<file path="config.mk">
export PLATFORM = sky130hd
export DESIGN_NAME = unidade_busca
export DESIGN_NICKNAME = d
export VERILOG_FILES = /design/src/rtl/unidade_busca.sv
export SDC_FILE = /design/constraint.sdc
export NUM_CORES = 1
export LEC_CHECK = 0
export CAP_MARGIN = 20
export CORE_MARGIN = 2
export CORE_UTILIZATION = 60
export CTS_CLUSTER_DIAMETER = 200
export DETAILED_ROUTE_END_ITERATION = 8
export DONT_BUFFER_PORTS = 1
export GPL_ROUTABILITY_DRIVEN = 0
export PLACE_DENSITY = 0.76
export RECOVER_POWER = 25
export SYNTH_ARGS = -nofsm -noshare
export SYNTH_HDL_FRONTEND = slang
export SYNTH_SLANG_ARGS = --single-unit
</file>
<file path="constraint.sdc">
create_clock -name clock -period 3.7 [get_ports clock]
set_input_delay 0.74 -clock clock [delete_from_list [all_inputs] [get_ports clock]]
set_output_delay 0.74 -clock clock [all_outputs]
set_load 0.05 [all_outputs]
</file>
<file path="src/rtl/unidade_busca.sv">
// unidade_busca: instruction fetch unit between the PC and the decoder.
// Issues one memory read at a time for the current PC word address and
// buffers {address, instruction} pairs in a FIFO for the decoder.
// Ports:
//   clock, reset (async, active-low)
//   endereco        current PC word address
//   avanca_pc       one-cycle pulse: PC advances once per pulse
//   mem_req/mem_endereco/mem_ack/mem_dado   memory read handshake
//   instr_valida/instr/instr_endereco/instr_pronto   decoder handshake
//   descarta        flush of buffered and in-flight instructions
module unidade_busca #(
  parameter int PROFUNDIDADE  = 4,
  parameter int LARGURA_INSTR = 32
) (
  input  logic                     clock,
  input  logic                     reset,
  input  logic [63:0]              endereco,
  output logic                     avanca_pc,
  output logic                     mem_req,
  output logic [63:0]              mem_endereco,
  input  logic                     mem_ack,
  input  logic [LARGURA_INSTR-1:0] mem_dado,
  output logic                     instr_valida,
  output logic [LARGURA_INSTR-1:0] instr,
  output logic [63:0]              instr_endereco,
  input  logic                     instr_pronto,
  input  logic                     descarta
);
  localparam int PW = $clog2(PROFUNDIDADE);
  localparam logic [PW:0] CHEIO = PROFUNDIDADE[PW:0];
  typedef enum logic [1:0] {OCIOSO, ESPERA, DESCARTE} estado_t;
  estado_t estado, prox;
  logic emite, aceita, pop;
  logic [PW:0] cont;
  logic [PW-1:0] ptr_le, ptr_es;
  logic [63:0] fila_end [PROFUNDIDADE];
  logic [LARGURA_INSTR-1:0] fila_dado [PROFUNDIDADE];
  assign instr_valida   = cont != '0;
  assign instr          = fila_dado[ptr_le];
  assign instr_endereco = fila_end[ptr_le];
  assign pop            = instr_valida & instr_pronto;
  // Issue only with a free slot: the outstanding read owns that slot, so a
  // push can never overflow even while pops are stalled.
  always_comb begin
    prox   = estado;
    emite  = 1'b0;
    aceita = 1'b0;
    case (estado)
      OCIOSO: begin
        emite = !descarta && cont < CHEIO;
        prox  = emite ? ESPERA : OCIOSO;
      end
      ESPERA: begin
        aceita = mem_ack && !descarta;
        prox   = mem_ack ? OCIOSO : descarta ? DESCARTE : ESPERA;
      end
      DESCARTE: prox = mem_ack ? OCIOSO : DESCARTE;
      default:  prox = OCIOSO;
    endcase
  end
  always_ff @(posedge clock or negedge reset) begin
    if (!reset) begin
      estado       <= OCIOSO;
      mem_req      <= 1'b0;
      mem_endereco <= '0;
      avanca_pc    <= 1'b0;
    end else begin
      estado       <= prox;
      mem_req      <= prox != OCIOSO;
      mem_endereco <= emite ? endereco : mem_endereco;
      avanca_pc    <= aceita;
    end
  end
  // Flush wins over push and pop; storage is left as is, only the
  // occupancy and pointers are cleared.
  always_ff @(posedge clock or negedge reset) begin
    if (!reset) begin
      cont   <= '0;
      ptr_le <= '0;
      ptr_es <= '0;
      for (int i = 0; i < PROFUNDIDADE; i++) begin
        fila_end[i]  <= '0;
        fila_dado[i] <= '0;
      end
    end else if (descarta) begin
      cont   <= '0;
      ptr_le <= '0;
      ptr_es <= '0;
    end else begin
      if (aceita) begin
        fila_end[ptr_es]  <= mem_endereco;
        fila_dado[ptr_es] <= mem_dado;
        ptr_es            <= ptr_es + 1'b1;
      end
      if (pop) ptr_le <= ptr_le + 1'b1;
      cont <= cont + {{PW{1'b0}}, aceita} - {{PW{1'b0}}, pop};
    end
  end
endmodule

</file>
**After elaboration in Yosys (flattened, before gate mapping)**

Index checks and enable logic that the tools add are counted.
Widths: inputs -> output; s select.

- Flip-flop bits (word level): 459
- Bits in latches: 0
- Bits in writable memories: 0
- Bits in read-only memories: 0
- Input port bits: 101
- Output and inout port bits: 163
- Logic and storage cells: 63
- Memories: 0

- Add/subtract/negate cells: 4
- Multipliers: 0
- Div/mod/pow operators: 0
- $lt $le $gt $ge: 4
- Equal/unequal tests: 2
- Shifts and indexed selects: 0
- Muxes and demuxes: 24
- Bitwise gates (word level): 4
- Reduce and logical (&&, ||, !) cells: 10

Operators by type and width:

| cell | number |
|---|---|
| $bwmux 256 | 1 |
| $mux 64 | 3 |
| $bmux 64 s2 | 1 |
| $bwmux 128 | 1 |
| $demux 64 s2 | 1 |
| $mux 32 | 3 |
| $bmux 32 s2 | 1 |
| $demux 32 s2 | 1 |
| $mux 2 | 7 |
| $ge 3x3->1 const B | 2 |
| $not 2->3 | 2 |
| $pmux 2 s3 | 1 |
| $reduce_bool 2->1 | 3 |
| $add 2x1->2 const B | 2 |
| $add 3x1->3 | 1 |
| $logic_and 1x1->1 | 3 |
| $lt 3x1->1 const B | 1 |
| $lt 3x3->1 const B | 1 |
| $mux 1 | 3 |
| $mux 3 | 1 |
| $reduce_bool 3->1 | 1 |
| $sub 3x1->3 | 1 |
| $eq 2x1->1 const B | 1 |
| $eq 2x2->1 const B | 1 |
| other kinds (5) | 5 |

**Longest topological paths before layout**

Gate-level depths: netlist of run 1.

- Word-level depth: 6
- Depth in mapped cells: 8
- Mapped depth without buffers: 8

**Worst setup path after synthesis of run 1**

Ideal clock, no wire load.

- Path kind: register -> output
- Start: reg ptr_le[0]
- End: out instr_endereco[45]
- Data arrival time: 1.640 ns
- Required time: 2.960 ns
- Setup slack: 1.320 ns
- Stages on the path, launching flop included: 5
- Path buffers: 3
- Cells stage by stage: dfrtp_1 buf_2 buf_4 buf_2 mux4_2

- Longest elaborated chain between the ends: 4

RTL lines:

| element | line | source |
|---|---|---|
| start: declaration | 35 | `logic [PW-1:0] ptr_le, ptr_es;` |
| start signal: assignment | 95 | `if (pop) ptr_le <= ptr_le + 1'b1;` |
| $not 2->3 (implied by the code) | 40 | `assign instr_endereco = fila_end[ptr_le];` |
| $bmux 64 s2 | 40 |  |
| $mux 64 (implied by the code) (2 in series) | 40 |  |
| end: declaration | 25 | `output logic [63:0] instr_endereco,` |

Every way passes these cells. The select of a mux whose other input is x is not followed.

**Worst setup path in the final report of run 1**

- Start: reg ptr_le[0]
- End: out instr_endereco[51]

The elaborated chain is that of the path after synthesis.

==> impl_summary.log, run 1 <==
INFO  metric post_drt_wl_per_cell = 23.8 um
INFO  metric worst_r2r_path_depth = 4
INFO  metric global_routing_met3_resource_utilization = 6.05%
INFO  metric core_region_area = 0.0323 mm2
INFO  metric synth_mux_area_share = 37.0%
INFO  metric ys.flop_type = dfrtp_1
INFO  metric final-setup-viol-count = 0
INFO  metric synth_area_per_cell = 17.5 um2
INFO  metric netlist_top_cells_count = dfrtp_1, mux2_2, mux2_1, mux4_2, buf_2
INFO  metric crit_slowest_cell = dfrtp_4
INFO  metric violations_in_the_final_reports = hold timing
INFO  metric cts_tree = built
INFO  metric element_type_at_the_critical_path_start = register
INFO  metric final-seq-area = 0.0115 mm2
INFO  metric dr.pass1.iters = 5
INFO  metric power.total = 20.0 mW
INFO  metric crit_arrival = 2.41 ns
INFO  metric synth_enable_flop_cells = 0
INFO  metric hold_viol = 115
INFO  metric port-buffer-count = 0
INFO  metric fin_skew = 0.0208 ns
INFO  metric synth-seq-area-share = 58.8%
INFO  metric synth.largest_area_cell = dfrtp_1
INFO  metric post_synth_instance_area = 0.0195 mm2
INFO  metric synth-async-reset-ratio = 100%
INFO  metric met1_usage = 29.6%
INFO  metric use_met2 = 38.0%
INFO  metric global_route_wire_length_before_repair = 60.1 mm
INFO  metric worst_ir_drop_vdd = 0.000595 V
INFO  metric die_area = 0.0340 mm2
INFO  metric cts.reportedPaths.clkPinSlew = 0.06 ns
INFO  metric critPathMaxStageDelay = 0.84 ns
INFO  metric track_usage = 22.8%
INFO  metric yosys.area.top_type_share = 58.8%
INFO  metric total_leakage_power = 10.0 nW
INFO  metric end_kind = output pin
INFO  metric mappedNetlistNets = 1,222
INFO  metric worst-path-max-fanout = 28
INFO  metric dp_hpwl = 23.0 mm
INFO  metric grt-ovfl-total = 0
INFO  metric worst_slew_pin_tran = 1.49 ns
INFO  metric row_count = 66
INFO  metric synth_area_leaders = dfrtp_1, mux2_2, mux4_2, mux2_1, buf_6
INFO  metric run_status = complete, but fails checks
INFO  metric die_width = 184 um
INFO  metric synth_cell_type_count = 28
INFO  metric post-cts-setup-buffers = 0
INFO  metric insertion_delay = 0.54 ns
INFO  metric layout-area-overhead-vs-synth = 9.68%
INFO  metric fp.dieH = 184 um
INFO  metric design.final.nets = 1,220
INFO  metric grt_max_degree = 460
INFO  metric avgViaCountPerCell = 6.10
INFO  metric post-route-drc-count = 0
INFO  metric placed_area = 0.0199 mm2
INFO  metric numClockSinks = 459
INFO  metric synth.most_common_cell = dfrtp_1
INFO  metric min_period_over_period = 85.3%
INFO  metric first_global_vias = 10,588
INFO  metric timing.setup.tns = 0 ns
INFO  metric multi_input_area = 0.00753 mm2
INFO  metric layout_min_cycle_time = 3.15 ns
INFO  metric ys_ff_latch = 459
INFO  metric global_route.peak_usage_layer = met2
INFO  metric drt.antenna.violating_nets = 0
INFO  metric cp.required = 2.96 ns
INFO  metric drv_slew = 0
INFO  metric drive_above_1_share = 41.5%
INFO  metric cts_buffers = 48
INFO  metric initial_core_utilization = 60.5%
INFO  metric clock-root-buffer = clkbuf_16
INFO  metric synth-compound-area-share = 0.160%
INFO  metric timing.hold.ws = -0.101 ns
INFO  metric synth_simple_gate_area_share = 0.654%
INFO  metric worst_hold_path_type = in2async
INFO  metric max_slew_margin = 0.934%
INFO  metric worst-setup-path-type = reg2out
INFO  metric clockBufferDepth = 3
INFO  metric max_freq = 317 MHz
INFO  metric synth_top_family_by_area = multiplexers
INFO  metric filler_cell_count = 2,208
INFO  metric setup_repair_after_global_routing_missed_its_margin = false
INFO  metric stdcell_area = 0.0214 mm2
INFO  metric max_cap_viol_count = 0
INFO  metric gate_count_post_synth = 1,114
INFO  metric postLayoutCoreUtil = 66.3%
INFO  metric antenna_found_initial = 1
INFO  metric synth-xor-area-share = 0.224%
INFO  metric post_synth_fa_ha_maj_area_fraction = 0.487%
INFO  metric power.density = 934 mW/mm2
INFO  metric pin_count = 264
INFO  metric crit_path_cell_trace = buf_4 -> mux4_2
INFO  metric synthesis.yosys.warnings = 0
INFO  metric drt_iter0_markers = 534
INFO  metric htree_levels = 2
INFO  metric route.final.wire_length = 37.9 mm
INFO  metric route.vias.total = 9,707
==> final timing paths <==
check	slack, ns	from	to
worst min register to register	0.49	fila_end[95]	fila_end[95]
worst max-delay path	0.55	ptr_le[0]	instr_endereco[51]
min in group clock	0.26	descarta	ptr_le[1]
worst max register to register	1.34	estado[1]	fila_end[219]
worst min-delay path	-0.10	reset	mem_endereco[48]
max in group asynchronous	2.42	reset	ptr_le[0]
==> cells by family after synthesis <==
kind of cell    Yosys count
mux                     545
compound gates            4
fa+ha+maj                 7
simple gates             19
flops                   459
buf+inv                  75
xor+xnor                  5
==> what timing repair did <==
action / CTS / global route
hold endpoints to repair: 459 / 459
setup endpoints to repair: 0 / 0
gates resized for setup: 0 / 0
==> per-layer routing <==
metal / share of wire [%] / vias to the layer above / wire [um]
li1: - / 4148 / -
met4: 2.6 / 0 / 995
met2: 50 / 226 / 19000
met5: 0 / - / 0
met1: 41 / 5270 / 15500
met3: 6.1 / 63 / 2320
==> worst max-delay path, delay by kind of cell, from the launching register on <==
| kind | cells | cell delay (ns) |
|---|---|---|
| flops | 1 | 0.84 |
| buf+inv | 1 | 0.33 |
| mux | 1 | 0.69 |
==> sequential cells by signal, summed over array words and instances (netlist names) <==
signal / cells
mem_endereco: 64
ptr_es: 2
fila_end: 256
fila_dado: 128
mem_req: 1
avanca_pc: 1
estado: 2
ptr_le: 2
cont: 3
==> stage by stage <==
stage,worst slack (ns),std cells
detailed placement,1.05,1504
CTS,0.457,1590
floorplan,1.32,1114
finish,0.545,1591
global route,0.408,1591
global placement,1.07,1504
==> power breakdown <==
part / leakage [nW] / switching (mW) / total, mW / internal, mW
logic: 3.27 / 4.13 / 6.42 / 2.30
clock network: 0.757 / 1.87 / 4.65 / 2.78
registers: 5.99 / 2.58 / 8.94 / 6.36
total: 10.0 / 8.57 / 20.0 / 11.4
==> final cells by class <==
cell class,count,share of cell area [%]
Tap cell,442,2.58
Antenna cell,1,0.0117
Clock buffer,71,6.44
Timing Repair Buffer,18,1.33
Sequential cell,459,53.7
Multi-Input combinational cell,580,35.2
Clock inverter,15,0.713
Inverter,5,0.0876
==> cell usage in the layout (no fill, tap or decap), drive strengths merged, types with 2 or more instances in the layout <==
| cell | count |
|---|---|
| clkbuf | 71 |
| mux4 | 96 |
| xor2 | 2 |
| nand3b | 2 |
| dfrtp | 459 |
| ha | 6 |
| nor2b | 2 |
| mux2 | 448 |
| bufinv | 3 |
| inv | 5 |
| buf | 18 |
| clkinv | 11 |
| xnor2 | 3 |
| nand2 | 4 |
| nor2 | 6 |
Note: power is estimated with default switching activity, not from simulation.
==> run 2, diff against run 1 <==
- MAX_ROUTING_LAYER: not set -> met4
==> impl_summary.log, run 2 (same netlist as run 1, synthesis figures left out) <==
INFO  metric final-seq-area = 0.0115 mm2 (unchanged)
INFO  metric worst_ir_drop_vdd = 0.000596 V (+0.22%)
INFO  metric finalNonFillerCells = 1,591 (unchanged)
INFO  metric die_area = 0.0340 mm2 (unchanged)
INFO  metric post-cts-setup-buffers = 0 (unchanged)
INFO  metric cts_tree = built
INFO  metric grt_max_degree = 460 (unchanged)
INFO  metric worst_slew_pin_tran = 1.19 ns (-0.292 ns)
INFO  metric placedCellCount = 1,504 (unchanged)
INFO  metric critPathMaxStageDelay = 0.83 ns (about the same)
INFO  metric largest_register_ffs = 256 (unchanged)
INFO  metric post-route-drc-count = 0 (unchanged)
INFO  metric timing.setup.tns = 0 ns (unchanged)
INFO  metric insertion_delay = 0.54 ns (about the same)
INFO  metric cp.required = 2.96 ns (about the same)
INFO  metric largestRegisters = fila_end x256, fila_dado x128, mem_endereco x64
INFO  metric hold_viol = 110 (-4.3%)
INFO  metric max_freq = 318 MHz (+0.22%)
INFO  metric clock-root-buffer = clkbuf_16
INFO  metric pwr-share-comb = 32.1% (about the same)
INFO  metric layout_min_cycle_time = 3.15 ns (-0.00699 ns)
INFO  metric element_type_at_the_critical_path_start = register
INFO  metric multi_input_area = 0.00753 mm2 (unchanged)
INFO  metric fin_skew = 0.0172 ns (-0.00354 ns)
INFO  metric worstSetupStartpoint = ptr_le[0]
INFO  metric largest_register = fila_end
INFO  metric die_width = 184 um (unchanged)
INFO  metric crit_buf_inv = 1 (unchanged)
INFO  metric crit_slowest_cell = dfrtp_4
INFO  metric r2r_end = fila_end[219]
INFO  metric worst-path-max-fanout = 28 (unchanged)
INFO  metric route.vias.total = 9,722 (+0.15%)
INFO  metric antenna_found_initial = 1 (unchanged)
INFO  metric worst_hold_path_type = in2async
INFO  metric row_count = 66 (unchanged)
INFO  metric detailroute.wirelength.met2 = 19.1 mm (about the same)
INFO  metric crit_arrival = 2.41 ns (about the same)
INFO  metric initial_core_utilization = 60.5% (unchanged)
INFO  metric timing.critical_path.to = instr_endereco[52]
INFO  metric power.share.clock = 23.3% (about the same)
INFO  metric path_depth = 2 (unchanged)
INFO  metric setup_repair_after_global_routing_missed_its_margin = false
INFO  metric highest_signal_layer = met4
INFO  metric design.final.nets = 1,220 (unchanged)
INFO  metric end_kind = output pin
INFO  metric dp_hpwl = 23.0 mm (unchanged)
INFO  metric critical_path.top_delay_family = flip-flops
INFO  metric internal_power = 11.4 mW (about the same)
INFO  metric min_period_over_period = 85.1% (-0.19 points)
INFO  metric max_slew_margin = 20.4% (+19 points)
INFO  metric layout.cells.most_common_list = dfrtp_1, mux2_2, mux2_1
INFO  metric sw_frac_of_total = 42.9% (about the same)
INFO  metric pin_count = 264 (unchanged)
INFO  metric avgViaCountPerCell = 6.11 (+0.15%)
INFO  metric worst-setup-path-type = reg2out
INFO  metric timing.hold.ws = -0.103 ns (-0.00201 ns)
INFO  metric total_leakage_power = 10.0 nW (unchanged)
INFO  metric cts_resized = 0 (unchanged)
INFO  metric run_status = complete, but fails checks
INFO  metric drive_above_1_share = 41.5% (unchanged)
INFO  metric grt-ovfl-total = 0 (unchanged)
INFO  metric power.switching = 8.58 mW (+0.12%)
INFO  metric crit_path_cell_trace = buf_4 -> mux4_2
INFO  metric route.final.wire_length = 37.9 mm (+0.16%)
INFO  metric track_usage = 23.5% (+0.70 points)
INFO  metric htree_levels = 2 (unchanged)
INFO  metric post_drt_wl_per_cell = 23.8 um (+0.16%)
INFO  metric global_route_wire_length_before_repair = 60.1 mm (unchanged)
INFO  metric final_common_cell = dfrtp_1
INFO  metric drv_slew = 0 (unchanged)
INFO  metric detail_route.wirelength.met1 = 15.4 mm (-0.64%)
INFO  metric violations_in_the_final_reports = hold timing
INFO  metric dr.pass1.iters = 4 (-1)
INFO  metric reg2reg_from = estado[1]
INFO  metric cts.reportedPaths.clkPinSlew = 0.06 ns (about the same)
INFO  metric drt.antenna.violating_nets = 0 (unchanged)
INFO  metric max_cap_viol_count = 0 (unchanged)
INFO  metric core_region_area = 0.0323 mm2 (unchanged)
INFO  metric drt_iter0_markers = 476 (-11%)
INFO  metric numClockSinks = 459 (unchanged)
INFO  metric port-buffer-count = 0 (unchanged)
INFO  metric clockBufferDepth = 3 (unchanged)
INFO  metric fp.dieH = 184 um (unchanged)
INFO  metric filler_cell_count = 2,208 (unchanged)
INFO  metric first_global_vias = 10,589 (+0.0094%)
INFO  metric layout-area-overhead-vs-synth = 9.68% (unchanged)
INFO  metric cts_buffers = 48 (unchanged)
INFO  metric worst_r2r_path_depth = 4 (unchanged)
INFO  metric power.density = 935 mW/mm2 (about the same)
INFO  metric detailroute.wirelength.met3 = 2.43 mm (+4.8%)
INFO  metric sequentialPowerShare = 44.7% (about the same)
INFO  metric final-setup-viol-count = 0 (unchanged)
INFO  metric timing.reg2reg.setup_slack = 1.34 ns (about the same)
## run 2: cell counts in the layout (fill, tap and decap cells not counted)
Identical to the previous run, type by type.
## run 2: worst min path at each step
stage                     start               end  slack [ns]  cells past startpoint
after floorplan           reset         avanca_pc        0.44                      0
after global placement    reset  mem_endereco[48]        0.46                      0
after detailed placement  reset  mem_endereco[48]        0.46                      0
after CTS                 reset  mem_endereco[48]       -0.12                      0
after global routing      reset     fila_end[173]       -0.12                      0
final                     reset  mem_endereco[48]       -0.10                      0
## run 2: power groups by stage
stage          logic [mW]  registers (mW)  clock network (mW)
2_1_floorplan        5.89            8.43                   0
3_3_place_gp         6.36            8.98                   0
3_5_place_dp         6.49            9.05                   0
4_1_cts              6.50            8.97                4.77
5_1_grt              6.72            9.18                4.98
6_report             6.42            8.94                4.65
## run 2: layout make-up
class | instances | area share [%]
sequential | 459 | 53.7
inverter | 5 | 0.0876
clock buffer | 71 | 6.44
multi-input combinational | 580 | 35.2
timing repair buffer | 18 | 1.33
clock inverter | 15 | 0.713
antenna | 1 | 0.0117
tap | 442 | 2.58
## run 2: routing by layer
layer	vias to the layer above	global-route usage (%)
met2	249	38.0
li1	4149	-
met3	63	5.89
met4	0	7.17
met1	5261	29.7
met5	-	-
## run 2: through the flow
step                hold WS (ns)  setup WS, ns  cell area, um2  utilization (%)  power (mW)
floorplan                  0.444          1.32           19500                -        14.3
detailed placement         0.456          1.05           19900             61.6        15.5
global route              -0.117         0.408           21400             66.3        20.9
finish                    -0.103         0.552           21400             66.3        20.0
CTS                       -0.115         0.457           21400             66.3        20.2
global placement           0.456          1.07           19900             61.6        15.3
==> run 3, diff against run 2 <==
- CORE_UTILIZATION: 60 -> 52
- CTS_CLUSTER_DIAMETER: 200 -> not set
- PLACE_DENSITY: 0.76 -> 0.68
==> impl_summary.log, run 3 (same netlist as run 1, synthesis figures left out) <==
INFO  metric worst_slew_pin_tran = 1.41 ns (+0.212 ns)
INFO  metric drt.antenna.violating_nets = 0 (unchanged)
INFO  metric timing.hold.ws = -0.152 ns (-0.0495 ns)
INFO  metric die_width = 198 um (+7.3%)
INFO  metric layout_min_cycle_time = 3.20 ns (+0.0522 ns)
INFO  metric clockBufferDepth = 3 (unchanged)
INFO  metric route.final.wire_length = 39.5 mm (+4.0%)
INFO  metric drv_slew = 0 (unchanged)
INFO  metric max_freq = 312 MHz (-1.6%)
INFO  metric fin_skew = 0.0179 ns (+0.000672 ns)
INFO  metric layout-area-overhead-vs-synth = 9.98%
INFO  metric largest_register_ffs = 256 (unchanged)
INFO  metric row_count = 70 (+6.1%)
INFO  metric fp.dieH = 198 um (+7.3%)
INFO  metric dp_hpwl = 23.4 mm (+1.6%)
INFO  metric post-cts-setup-buffers = 0 (unchanged)
INFO  metric route.vias.total = 9,549 (-1.8%)
INFO  metric timing.setup.tns = 0 ns (unchanged)
INFO  metric first_global_vias = 10,604 (+0.14%)
INFO  metric grt-ovfl-total = 0 (unchanged)
INFO  metric cts_resized = 0 (unchanged)
INFO  metric max_slew_margin = 6.29% (-14 points)
INFO  metric insertion_delay = 0.58 ns (+0.04 ns)
INFO  metric clock-root-buffer = clkbuf_16
INFO  metric largestRegisters = fila_end x256, fila_dado x128, mem_endereco x64
INFO  metric cts_buffers = 50 (+4.2%)
INFO  metric port-buffer-count = 0 (unchanged)
INFO  metric final_common_cell = dfrtp_1
INFO  metric worst_ir_drop_vdd = 0.000588 V (-1.4%)
INFO  metric pin_count = 264 (unchanged)
INFO  metric core_region_area = 0.0368 mm2 (+14%)
INFO  metric hold_viol = 149 (+35%)
INFO  metric worst-path-max-fanout = 68 (+140%)
INFO  metric cts.reportedPaths.clkPinSlew = 0.06 ns (about the same)
INFO  metric max_cap_viol_count = 0 (unchanged)
INFO  metric element_type_at_the_critical_path_start = register
INFO  metric drt_iter0_markers = 425 (-11%)
INFO  metric drive_above_1_share = 42.0% (+0.50 points)
INFO  metric dr.pass1.iters = 4 (unchanged)
INFO  metric cts_tree = built
INFO  metric layout.cells.most_common_list = dfrtp_1, mux2_2, mux2_1
INFO  metric worst-setup-path-type = reg2out
INFO  metric worst_hold_path_type = in2async
INFO  metric power.density = 948 mW/mm2 (+1.4%)
INFO  metric die_area = 0.0391 mm2 (+15%)
INFO  metric min_period_over_period = 86.5% (+1.4 points)
INFO  metric worst_r2r_path_depth = 4 (unchanged)
INFO  metric cp.required = 2.96 ns (about the same)
INFO  metric antenna_found_initial = 1 (unchanged)
INFO  metric total_leakage_power = 10.0 nW (+0.17%)
INFO  metric final-setup-viol-count = 0 (unchanged)
INFO  metric track_usage = 21.7% (-1.8 points)
INFO  metric post-route-drc-count = 0 (unchanged)
INFO  metric timing.reg2reg.setup_slack = 1.28 ns (-0.06 ns)
INFO  metric violations_in_the_final_reports = hold timing
INFO  metric run_status = complete, but fails checks
INFO  metric power.total = 20.4 mW (+1.7%)
INFO  metric r2r_end = fila_end[238]
INFO  metric initial_core_utilization = 53.1% (-7.4 points)
INFO  metric end_kind = output pin
INFO  metric post_drt_wl_per_cell = 24.4 um (+2.2%)
INFO  metric htree_levels = 2 (unchanged)
INFO  metric avgViaCountPerCell = 5.89 (-3.5%)
INFO  metric grt_max_degree = 460 (unchanged)
INFO  metric global_route_wire_length_before_repair = 62.8 mm (+4.4%)
INFO  metric reg2reg_from = estado[1]
INFO  metric design.final.nets = 1,219 (-0.082%)
INFO  metric numClockSinks = 459 (unchanged)
INFO  metric setup_repair_after_global_routing_missed_its_margin = false
INFO  metric largest_register = fila_end
INFO  metric crit_arrival = 2.46 ns (+0.05 ns)
-- run 3: cell types whose count changed in the layout (fill, tap and decap cells not counted) --
cell and delta:
inv_16 +1, clkbuf_1 -4, clkinv_2 +1, clkinvlp_4 +1
clkbuf_8 +3, bufinv_16 +1, inv_6 +1, buf_4 +5
clkbuf_16 +2, buf_12 -8
-- run 3: power by group --
part	internal (mW)	switching, mW	total, mW
registers	6.36	2.54	8.90
logic	2.23	4.22	6.45
clock network	3.02	1.99	5.01
-- run 3: per-stage QoR --
stage | setup slack [ns] | std cells | utilization [%] | hold WS, ns | cell area [um2]
finish | 0.500 | 1620 | 58.4 | -0.152 | 21500
detailed placement | 1.02 | 1527 | 53.8 | 0.455 | 19800
global route | 0.381 | 1620 | 58.4 | -0.186 | 21500
floorplan | 1.32 | 1114 | - | 0.444 | 19500
CTS | 0.434 | 1619 | 58.4 | -0.184 | 21500
global placement | 1.06 | 1527 | 53.8 | 0.453 | 19800
-- run 3: final cells by class --
type	count	area (um2)
fillers	2787	15300
flip-flops and latches	459	11500
multi-input cells	580	7530
clock buffers	72	1460
well taps	468	586
clock inverters	20	224
repair buffers	15	163
inverters	5	18.8
diodes	1	2.50
-- run 3: how the worst max path moves through the flow --
stage          slack [ns]            endpoint  cells past startpoint  startpoint
6_report             0.50  instr_endereco[20]                      2   ptr_le[0]
5_1_grt              0.38  instr_endereco[21]                      2   ptr_le[0]
4_1_cts              0.43  instr_endereco[22]                      2   ptr_le[0]
3_5_place_dp         1.02       fila_end[235]                      4    descarta
3_3_place_gp         1.06       fila_end[234]                      4    descarta
2_1_floorplan        1.32  instr_endereco[45]                      4   ptr_le[0]
-- run 3: per-layer routing --
metal	GRT usage, %	routed length (um)	vias up
met5	-	0	-
met4	6.49	841	0
met3	5.67	2430	51
met2	34.0	19000	210
met1	28.1	17200	5146
li1	-	-	4142
-- run 3: critical path, stage by stage, from the launching register on --
cell	delay [ns]
dfrtp_4	0.53
buf_12	0.48
mux4_2	0.76
